`config.mk`:
```
export PLATFORM = sky130hd
export DESIGN_NAME = sys_arr_acc_flat
export DESIGN_NICKNAME = d
export VERILOG_FILES = /design/src/rtl/sys_arr_acc_if.sv /design/src/rtl/sys_arr_acc.sv /design/src/flat_wrapper.sv
export SDC_FILE = /design/constraint.sdc
export NUM_CORES = 1
export LEC_CHECK = 0
export ABC_AREA = 1
export BUFFER_PORTS_ARGS = -buffer_cell sky130_fd_sc_hd__buf_2
export CELL_PAD_IN_SITES_DETAIL_PLACEMENT = 0
export CELL_PAD_IN_SITES_GLOBAL_PLACEMENT = 1
export CORE_MARGIN = 5
export CORE_UTILIZATION = 41
export DETAILED_ROUTE_END_ITERATION = 8
export GPL_TIMING_DRIVEN = 0
export MAX_ROUTING_LAYER = met4
export PLACE_DENSITY_LB_ADDON = 0.08
export SYNTH_ARGS = -nofsm -noshare
export SYNTH_HDL_FRONTEND = slang
export SYNTH_SLANG_ARGS = --single-unit
```
`constraint.sdc`:
```
create_clock -name clk -period 5 [get_ports clk]
set_clock_uncertainty 0.1 [all_clocks]
set_input_delay 0.5 -clock clk [delete_from_list [all_inputs] [get_ports clk]]
set_output_delay 0.5 -clock clk [all_outputs]
set_load 0.05 [all_outputs]
```
`src/rtl/sys_arr_acc_if.sv`:
```
// Valid/ready word stream between the adder tree, the accumulator
// and its consumer.
interface sys_arr_acc_if #(
  parameter int W = 32
);
  logic [W-1:0] word;
  logic         val;
  logic         rdy;

  modport master (
    output word,
    output val,
    input  rdy
  );

  modport slave (
    input  word,
    input  val,
    output rdy
  );
endinterface

```
`src/rtl/sys_arr_acc.sv`:
```
// Interleaved K-tile accumulator behind the systolic adder tree,
// with a show-ahead result FIFO and upstream stall request.
module sys_arr_acc #(
  parameter int DATA_WDT     = 32,
  parameter int DEPTH        = 8,
  parameter int TILE_CNT_WDT = 8,
  parameter int FIFO_DEPTH   = 4,
  parameter int STALL_THR    = 2
) (
  input  logic                    clk,
  input  logic                    rst_n,
  input  logic                    clk_en,
  input  logic                    acc_clr,
  input  logic [TILE_CNT_WDT-1:0] acc_tile_cfg,
  sys_arr_acc_if.slave            acc_in,
  sys_arr_acc_if.master           acc_out,
  output logic                    acc_stall,
  output logic                    acc_sat,
  output logic                    acc_ovf
);
  localparam int SW = $clog2(DEPTH);
  localparam int FW = $clog2(FIFO_DEPTH);
  localparam int CW = FW + 1;
  localparam int W  = DATA_WDT;
  localparam int TW = TILE_CNT_WDT;

  localparam logic [W-1:0] MAX_W = {1'b0, {(W-1){1'b1}}};
  localparam logic [W-1:0] MIN_W = {1'b1, {(W-1){1'b0}}};
  localparam logic [CW-1:0] FD_C  = CW'(FIFO_DEPTH);
  localparam logic [CW-1:0] THR_C = CW'(STALL_THR);
  localparam logic [SW-1:0] SLOT_LAST = SW'(DEPTH - 1);

  logic [W-1:0]  slot_q [DEPTH];
  logic [W-1:0]  slot_d [DEPTH];
  logic [W-1:0]  mem_q  [FIFO_DEPTH];
  logic [W-1:0]  mem_d  [FIFO_DEPTH];
  logic [SW-1:0] slot_ptr_q, slot_ptr_d;
  logic [TW-1:0] tile_ptr_q, tile_ptr_d;
  logic [TW-1:0] tile_cfg_q, tile_cfg_d;
  logic [FW-1:0] wr_ptr_q, wr_ptr_d;
  logic [FW-1:0] rd_ptr_q, rd_ptr_d;
  logic [CW-1:0] cnt_q, cnt_d;
  logic [W-1:0]  out_word_q, out_word_d;
  logic          stall_q, stall_d;
  logic          sat_q, sat_d;
  logic          ovf_q, ovf_d;

  logic [SW-1:0] slot_e;
  logic [TW-1:0] tile_e;
  logic [TW-1:0] cfg_e;
  logic [TW-1:0] cfg_last;
  logic [W-1:0]  base;
  logic [W:0]    sum_x;
  logic [W-1:0]  sum_w;
  logic          sat_hit;
  logic          is_final;
  logic          push_req;
  logic          push;
  logic          pop;

  // A clear starts the new job in this very cycle.
  always_comb begin
    slot_e = acc_clr ? '0 : slot_ptr_q;
    tile_e = acc_clr ? '0 : tile_ptr_q;
    cfg_e  = acc_clr ? acc_tile_cfg : tile_cfg_q;
    if (cfg_e == '0) cfg_e = TW'(1);
    cfg_last = cfg_e - TW'(1);
    base     = (tile_e == '0) ? '0 : slot_q[slot_e];
    sum_x    = {base[W-1], base} + {acc_in.word[W-1], acc_in.word};
    sat_hit  = sum_x[W] ^ sum_x[W-1];
    sum_w    = sat_hit ? (sum_x[W] ? MIN_W : MAX_W) : sum_x[W-1:0];
    is_final = (tile_e == cfg_last);
  end

  always_comb begin
    slot_d     = slot_q;
    mem_d      = mem_q;
    slot_ptr_d = slot_ptr_q;
    tile_ptr_d = tile_ptr_q;
    tile_cfg_d = tile_cfg_q;
    wr_ptr_d   = wr_ptr_q;
    rd_ptr_d   = rd_ptr_q;
    cnt_d      = cnt_q;
    out_word_d = out_word_q;
    stall_d    = stall_q;
    sat_d      = sat_q;
    ovf_d      = ovf_q;
    push_req   = 1'b0;
    push       = 1'b0;
    pop        = 1'b0;
    if (clk_en) begin
      pop = (cnt_q != '0) && acc_out.rdy;
      if (acc_clr) begin
        slot_d     = '{default: '0};
        slot_ptr_d = '0;
        tile_ptr_d = '0;
        tile_cfg_d = cfg_e;
        sat_d      = 1'b0;
        ovf_d      = 1'b0;
      end
      if (acc_in.val) begin
        if (sat_hit) sat_d = 1'b1;
        slot_d[slot_e] = is_final ? '0 : sum_w;
        push_req   = is_final;
        slot_ptr_d = slot_e + SW'(1);
        if (slot_e == SLOT_LAST)
          tile_ptr_d = is_final ? '0 : tile_e + TW'(1);
        else
          tile_ptr_d = tile_e;
      end
      // A full FIFO still accepts a push when the head leaves this cycle.
      push = push_req && ((cnt_q != FD_C) || pop);
      if (push_req && !push) ovf_d = 1'b1;
      if (push) begin
        mem_d[wr_ptr_q] = sum_w;
        wr_ptr_d = wr_ptr_q + FW'(1);
      end
      if (pop) rd_ptr_d = rd_ptr_q + FW'(1);
      cnt_d = cnt_q + CW'(push) - CW'(pop);
      if (cnt_d != '0) out_word_d = mem_d[rd_ptr_d];
      stall_d = (FD_C - cnt_d) <= THR_C;
    end
  end

  always_ff @(posedge clk) begin
    if (rst_n) begin
      slot_q     <= '{default: '0};
      mem_q      <= '{default: '0};
      slot_ptr_q <= '0;
      tile_ptr_q <= '0;
      tile_cfg_q <= '0;
      wr_ptr_q   <= '0;
      rd_ptr_q   <= '0;
      cnt_q      <= '0;
      out_word_q <= '0;
      stall_q    <= 1'b0;
      sat_q      <= 1'b0;
      ovf_q      <= 1'b0;
    end else begin
      slot_q     <= slot_d;
      mem_q      <= mem_d;
      slot_ptr_q <= slot_ptr_d;
      tile_ptr_q <= tile_ptr_d;
      tile_cfg_q <= tile_cfg_d;
      wr_ptr_q   <= wr_ptr_d;
      rd_ptr_q   <= rd_ptr_d;
      cnt_q      <= cnt_d;
      out_word_q <= out_word_d;
      stall_q    <= stall_d;
      sat_q      <= sat_d;
      ovf_q      <= ovf_d;
    end
  end

  assign acc_in.rdy   = ~stall_q;
  assign acc_out.word = out_word_q;
  assign acc_out.val  = (cnt_q != '0);
  assign acc_stall    = stall_q;
  assign acc_sat      = sat_q;
  assign acc_ovf      = ovf_q;
endmodule

```
`src/flat_wrapper.sv`:
```
// flat-port wrapper written by rule: the top's interface ports become plain ports
module sys_arr_acc_flat 
#(
  parameter int DATA_WDT     = 32,
  parameter int DEPTH        = 8,
  parameter int TILE_CNT_WDT = 8,
  parameter int FIFO_DEPTH   = 4,
  parameter int STALL_THR    = 2
)
  (clk, rst_n, clk_en, acc_clr, acc_tile_cfg, acc_stall, acc_sat, acc_ovf, acc_in_word, acc_in_val, acc_in_rdy, acc_out_word, acc_out_val, acc_out_rdy);
  sys_arr_acc_if #(.W(32)) acc_in_i ();
  sys_arr_acc_if #(.W(32)) acc_out_i ();
  input  logic clk;
  input  logic rst_n;
  input  logic clk_en;
  input  logic acc_clr;
  input  logic [TILE_CNT_WDT-1:0] acc_tile_cfg;
  output logic acc_stall;
  output logic acc_sat;
  output logic acc_ovf;
  input wire logic [$bits(acc_in_i.word)-1:0] acc_in_word;
  input wire logic [$bits(acc_in_i.val)-1:0] acc_in_val;
  output wire logic [$bits(acc_in_i.rdy)-1:0] acc_in_rdy;
  output wire logic [$bits(acc_out_i.word)-1:0] acc_out_word;
  output wire logic [$bits(acc_out_i.val)-1:0] acc_out_val;
  input wire logic [$bits(acc_out_i.rdy)-1:0] acc_out_rdy;
  assign acc_in_i.word = acc_in_word;
  assign acc_in_i.val = acc_in_val;
  assign acc_in_rdy = acc_in_i.rdy;
  assign acc_out_word = acc_out_i.word;
  assign acc_out_val = acc_out_i.val;
  assign acc_out_i.rdy = acc_out_rdy;
  sys_arr_acc #(.DATA_WDT(DATA_WDT), .DEPTH(DEPTH), .TILE_CNT_WDT(TILE_CNT_WDT), .FIFO_DEPTH(FIFO_DEPTH), .STALL_THR(STALL_THR)) u_core (.clk(clk), .rst_n(rst_n), .clk_en(clk_en), .acc_clr(acc_clr), .acc_tile_cfg(acc_tile_cfg), .acc_in(acc_in_i), .acc_out(acc_out_i), .acc_stall(acc_stall), .acc_sat(acc_sat), .acc_ovf(acc_ovf));
endmodule
```
==> flow_summary.rst <==
.. list-table::
   :header-rows: 1

   * - Metric
     - Value
   * - Cell types with the largest area share after synthesis
     - dfxtp_1 (35%), nand2_1 (12%), nand3_1 (8.5%)
   * - Worst-case vdd ir drop
     - roughly 270 uV
   * - Synthesized instance count
     - 3821
   * - Netlist area before placement
     - roughly 26000 um^2
   * - Endpoint kind of the worst setup timing path
     - flop
   * - Starting DRC count in detailed routing
     - between 2000 and 3000
   * - Leakage power summed over all cells
     - 13.08 nW
   * - Count of boundary I/O pins
     - 83
   * - Detailed-placement wirelength estimate
     - between 80 and 90 mm
   * - Met3 track demand over resource in global routing
     - under 10%
   * - Final ANT Viol Nets
     - 0
   * - Post-route cell area
     - 31210 um^2
   * - GRT overflow
     - 0
   * - Width of the chip
     - between 200 and 300 um
   * - Finish-stage setup viols
     - 0
   * - Via count of the first global-routing pass
     - 26830
   * - Tmin final
     - 4.932 ns
   * - Placement Rows
     - 91
   * - Top fanout value on the critical path
     - 10
   * - Setup slack, reg-to-reg
     - approximately 0.07 ns
   * - Data arrival time of the critical path
     - 5.39 ns
   * - Depth of the CTS H-tree
     - 2
   * - Overall global routing resource usage
     - approximately a third
   * - Power per cell area
     - 385.4 nW/um^2
   * - Total via count in the routed design
     - slightly below 30000
   * - Critical Path Slowest Stage Cell
     - nor4_2
   * - Share of Yosys cell area claimed by the top area cell type
     - 34.91%
   * - Largest stage delay on the critical path
     - roughly 0.58 ns
   * - EDFF count, synth
     - 0
   * - Number of max-slew violations in the final report
     - 0
   * - Kind of critical path
     - flop to flop
   * - Core region area
     - 61710 um^2
   * - Pin count of the biggest net entering global routing
     - 16
   * - First-pass GRT wire length
     - about 170 mm
   * - Die area
     - slightly below 70000 um^2
   * - Length in cells of the worst reg-to-reg path
     - 32
   * - Syn Nets
     - between 3000 and 4000
   * - Initial antenna violation count
     - 0
   * - Initial cell density of the core
     - between 40% and 50%
   * - Startpoint of the worst register-to-register path
     - u_core.slot_ptr_q[2]$_SDFFE_PP0P_
   * - Antenna cells
     - 0
   * - Final period util
     - a little under 100%
   * - Area growth from synthesis to final layout
     - 22.31%
   * - Average cell area after synthesis
     - 6.678 um^2
   * - Relative slew slack
     - under 10%
   * - Root buffer selected by CTS
     - clkbuf_16
   * - Largest buffer count on any clock path
     - 3
   * - Die Ht
     - between 200 and 300 um
   * - Top_reg_cell synth
     - dfxtp_1
   * - CTS tree
     - built
   * - Busiest metal layer after global routing
     - met2
   * - Total detailed-routing wirelength
     - about 110 mm
   * - Critical Path RT
     - 5.46 ns
   * - Critical path launch point type
     - flop
   * - Highest achievable clock rate
     - a little over 0.2 GHz
   * - Post-Place Cell Area
     - approximately 27000 um^2
   * - Share of synthesized registers carrying an async set or reset
     - 0%
   * - Count of maximum capacitance violations
     - 0
   * - Worst min-delay path class
     - input port to flop
   * - Quantity of I/O buffers inserted on ports
     - 79
   * - Yosys warnings
     - 0
   * - First-pass DRT Iterations
     - 8
   * - Clock Latency Late Sink
     - about 0.64 ns
   * - Worst-margin pin slew
     - ~1.4 ns
   * - Drt wl/cell
     - approximately 23 um
   * - Top post-synthesis cells by count
     - nand2_1 (819), dfxtp_1 (445), nand3_1 (435), a21oi_1 (340), inv_1 (315)
   * - Worst hold endpoint
     - u_core.tile_cfg_q[3]$_SDFFE_PP0P_
   * - Number of synthesized register bits
     - around 450
   * - Post-synthesis sequential area ratio
     - between 30% and 40%
   * - Final hold viol count
     - 0
   * - Run status
     - complete, no violations
   * - Start point of the worst hold path
     - acc_tile_cfg[3]
   * - Placer's final routability congestion estimate
     - 0.9395
   * - Clock transition at the registers of the reported paths
     - 0.06 ns
   * - Reg-to-reg critical path endpoint
     - u_core.acc_out.word[29]$_SDFFE_PP0P_
   * - Leading area contributor after synthesis
     - dfxtp_1
   * - Worst hold slack across all endpoints
     - a little over 0.08 ns
   * - RSZ-0062 raised after global routing
     - true
   * - Clock sink count
     - between 400 and 500
   * - Most common cell in the synthesized netlist
     - nand2_1
   * - Cts bufs inserted
     - 54
   * - Met1 usage in global routing
     - a little over two fifths
   * - Post-layout util
     - about half
   * - GR met2 Demand/Resource
     - roughly half
   * - Layout net count
     - around 4100
   * - Most common cell on crit path
     - nand2_1
   * - Post-route DRC violation count
     - 0
   * - Share of layout cells above drive strength 1
     - a little over an eighth
   * - Number of distinct standard cells referenced by the synthesized netlist
     - 44
   * - Cell depth of the worst hold path
     - 3
   * - Via density
     - a little under 6
## metrics by stage
| stage | std cells | power, W | TNS (ns) | setup slack, ns |
|---|---|---|---|---|
| 3_5_place_dp | 4739 | 0.007140 | -948.48 | -2.615 |
| 6_report | 4877 | 0.01203 | 0 | 0.06834 |
| 3_3_place_gp | 4737 | 0.007138 | -1011.94 | -2.795 |
| 4_1_cts | 4859 | 0.01175 | -0.2027 | -0.05003 |
| 2_1_floorplan | 3821 | 0.005879 | 0 | 0.1679 |
| 5_1_grt | 4877 | 0.01244 | -1.977 | -0.08007 |
## cell families (layout without fill, tap and decap cells)
group | after synthesis | after routing | synth area share (%)
adder cells (fa/ha/maj) | 48 | 48 | 2.413
AND/OR/NAND/NOR | 1527 | 1528 | 25.79
XOR/XNOR | 25 | 25 | 0.8581
AO/OA/AOI/OAI | 1139 | 1139 | 26.28
buffers and inverters | 637 | 855 | 9.743
flip-flops | 445 | 445 | 34.91
## registers in the layout, indices dropped and copies added, names as in the netlist
signal / count
u_core.slot_q: 256
u_core.mem_q: 128
u_core.acc_out.word: 32
u_core.tile_cfg_q: 8
u_core.tile_ptr_q: 8
u_core.cnt_q: 3
u_core.slot_ptr_q: 3
u_core.rd_ptr_q: 2
u_core.wr_ptr_q: 2
u_core.acc_ovf: 1
u_core.acc_sat: 1
u_core.acc_stall: 1
## layer usage
metal / vias up / part of all wire, %
met3: 294 / 6.5
met2: 1247 / 46
met5: - / 0
li1: 13660 / -
met4: 0 / 5.8
met1: 13770 / 42
## worst max-delay path: cells and delay by family, from the launching register on
kind                     cells  cell delay (ns)
AO/OA/AOI/OAI                2             0.37
adder cells (fa/ha/maj)      1             0.41
buffers and inverters        8             0.97
flip-flops                   1             0.34
AND/OR/NAND/NOR             21             2.66
## power by group
| part | internal (W) | leakage (nW) | switching [W] | total, W |
|---|---|---|---|---|
| logic | 0.00131 | 8.54 | 0.00276 | 0.00406 |
| registers | 0.00381 | 3.67 | 0.000181 | 0.00399 |
| clock network | 0.00229 | 0.862 | 0.00168 | 0.00398 |
## timing repair
item                       CTS  global route
setup endpoints to repair  418           414
pin swaps                   27            36
resized for setup          281           174
hold buffers                 0             0
buffers inserted            26            14
gates cloned                 0             4
## how the worst max path moves through the flow
| stage | slack (ns) | startpoint | depth (start not counted) | end |
|---|---|---|---|---|
| finish | 0.07 | u_core.slot_ptr_q[2]$_SDFFE_PP0P_ | 32 | u_core.acc_out.word[29]$_SDFFE_PP0P_ |
| global route | -0.08 | u_core.tile_ptr_q[0]$_SDFFE_PP0P_ | 34 | u_core.acc_out.word[0]$_SDFFE_PP0P_ |
| CTS | -0.05 | u_core.tile_ptr_q[0]$_SDFFE_PP0P_ | 34 | u_core.acc_out.word[3]$_SDFFE_PP0P_ |
| detailed placement | -2.62 | acc_clr | 30 | u_core.slot_q[175]$_SDFFE_PP0P_ |
| global placement | -2.80 | acc_clr | 26 | u_core.slot_q[175]$_SDFFE_PP0P_ |
| floorplan | 0.17 | acc_clr | 32 | u_core.acc_out.word[0]$_SDFFE_PP0P_ |
## final cells by class
type | instances | area, um^2
Fill cell | 6355 | 30500
Multi-Input combinational cell | 2740 | 15720
Sequential cell | 445 | 8910
Clock buffer | 86 | 1642
Buffer | 313 | 1518
Inverter | 324 | 1220
Tap cell | 837 | 1047
Timing Repair Buffer | 124 | 1044
Clock inverter | 8 | 112.6
## placed cells by master, fill, tap and decap left out, types with 16 or more instances in the layout
cell type and instances:
ha_1 41, dfxtp_1 444, buf_1 36, clkbuf_16 57, nor2_1 167, clkbuf_8 18, xor2_1 18, a21oi_4 30
clkbuf_1 220, nand2_1 753, buf_4 31, inv_1 304, nand3_2 32, buf_2 101, o221ai_1 41, or2_2 26
nand3_1 400, nor4_4 21, inv_2 16, o22ai_2 16, a31oi_1 254, buf_12 25, o211ai_1 132, o22ai_1 28
o21ai_0 279, a21oi_1 307, nand2_4 28, nand2_2 41
Power figures use the tool's default switching activity.
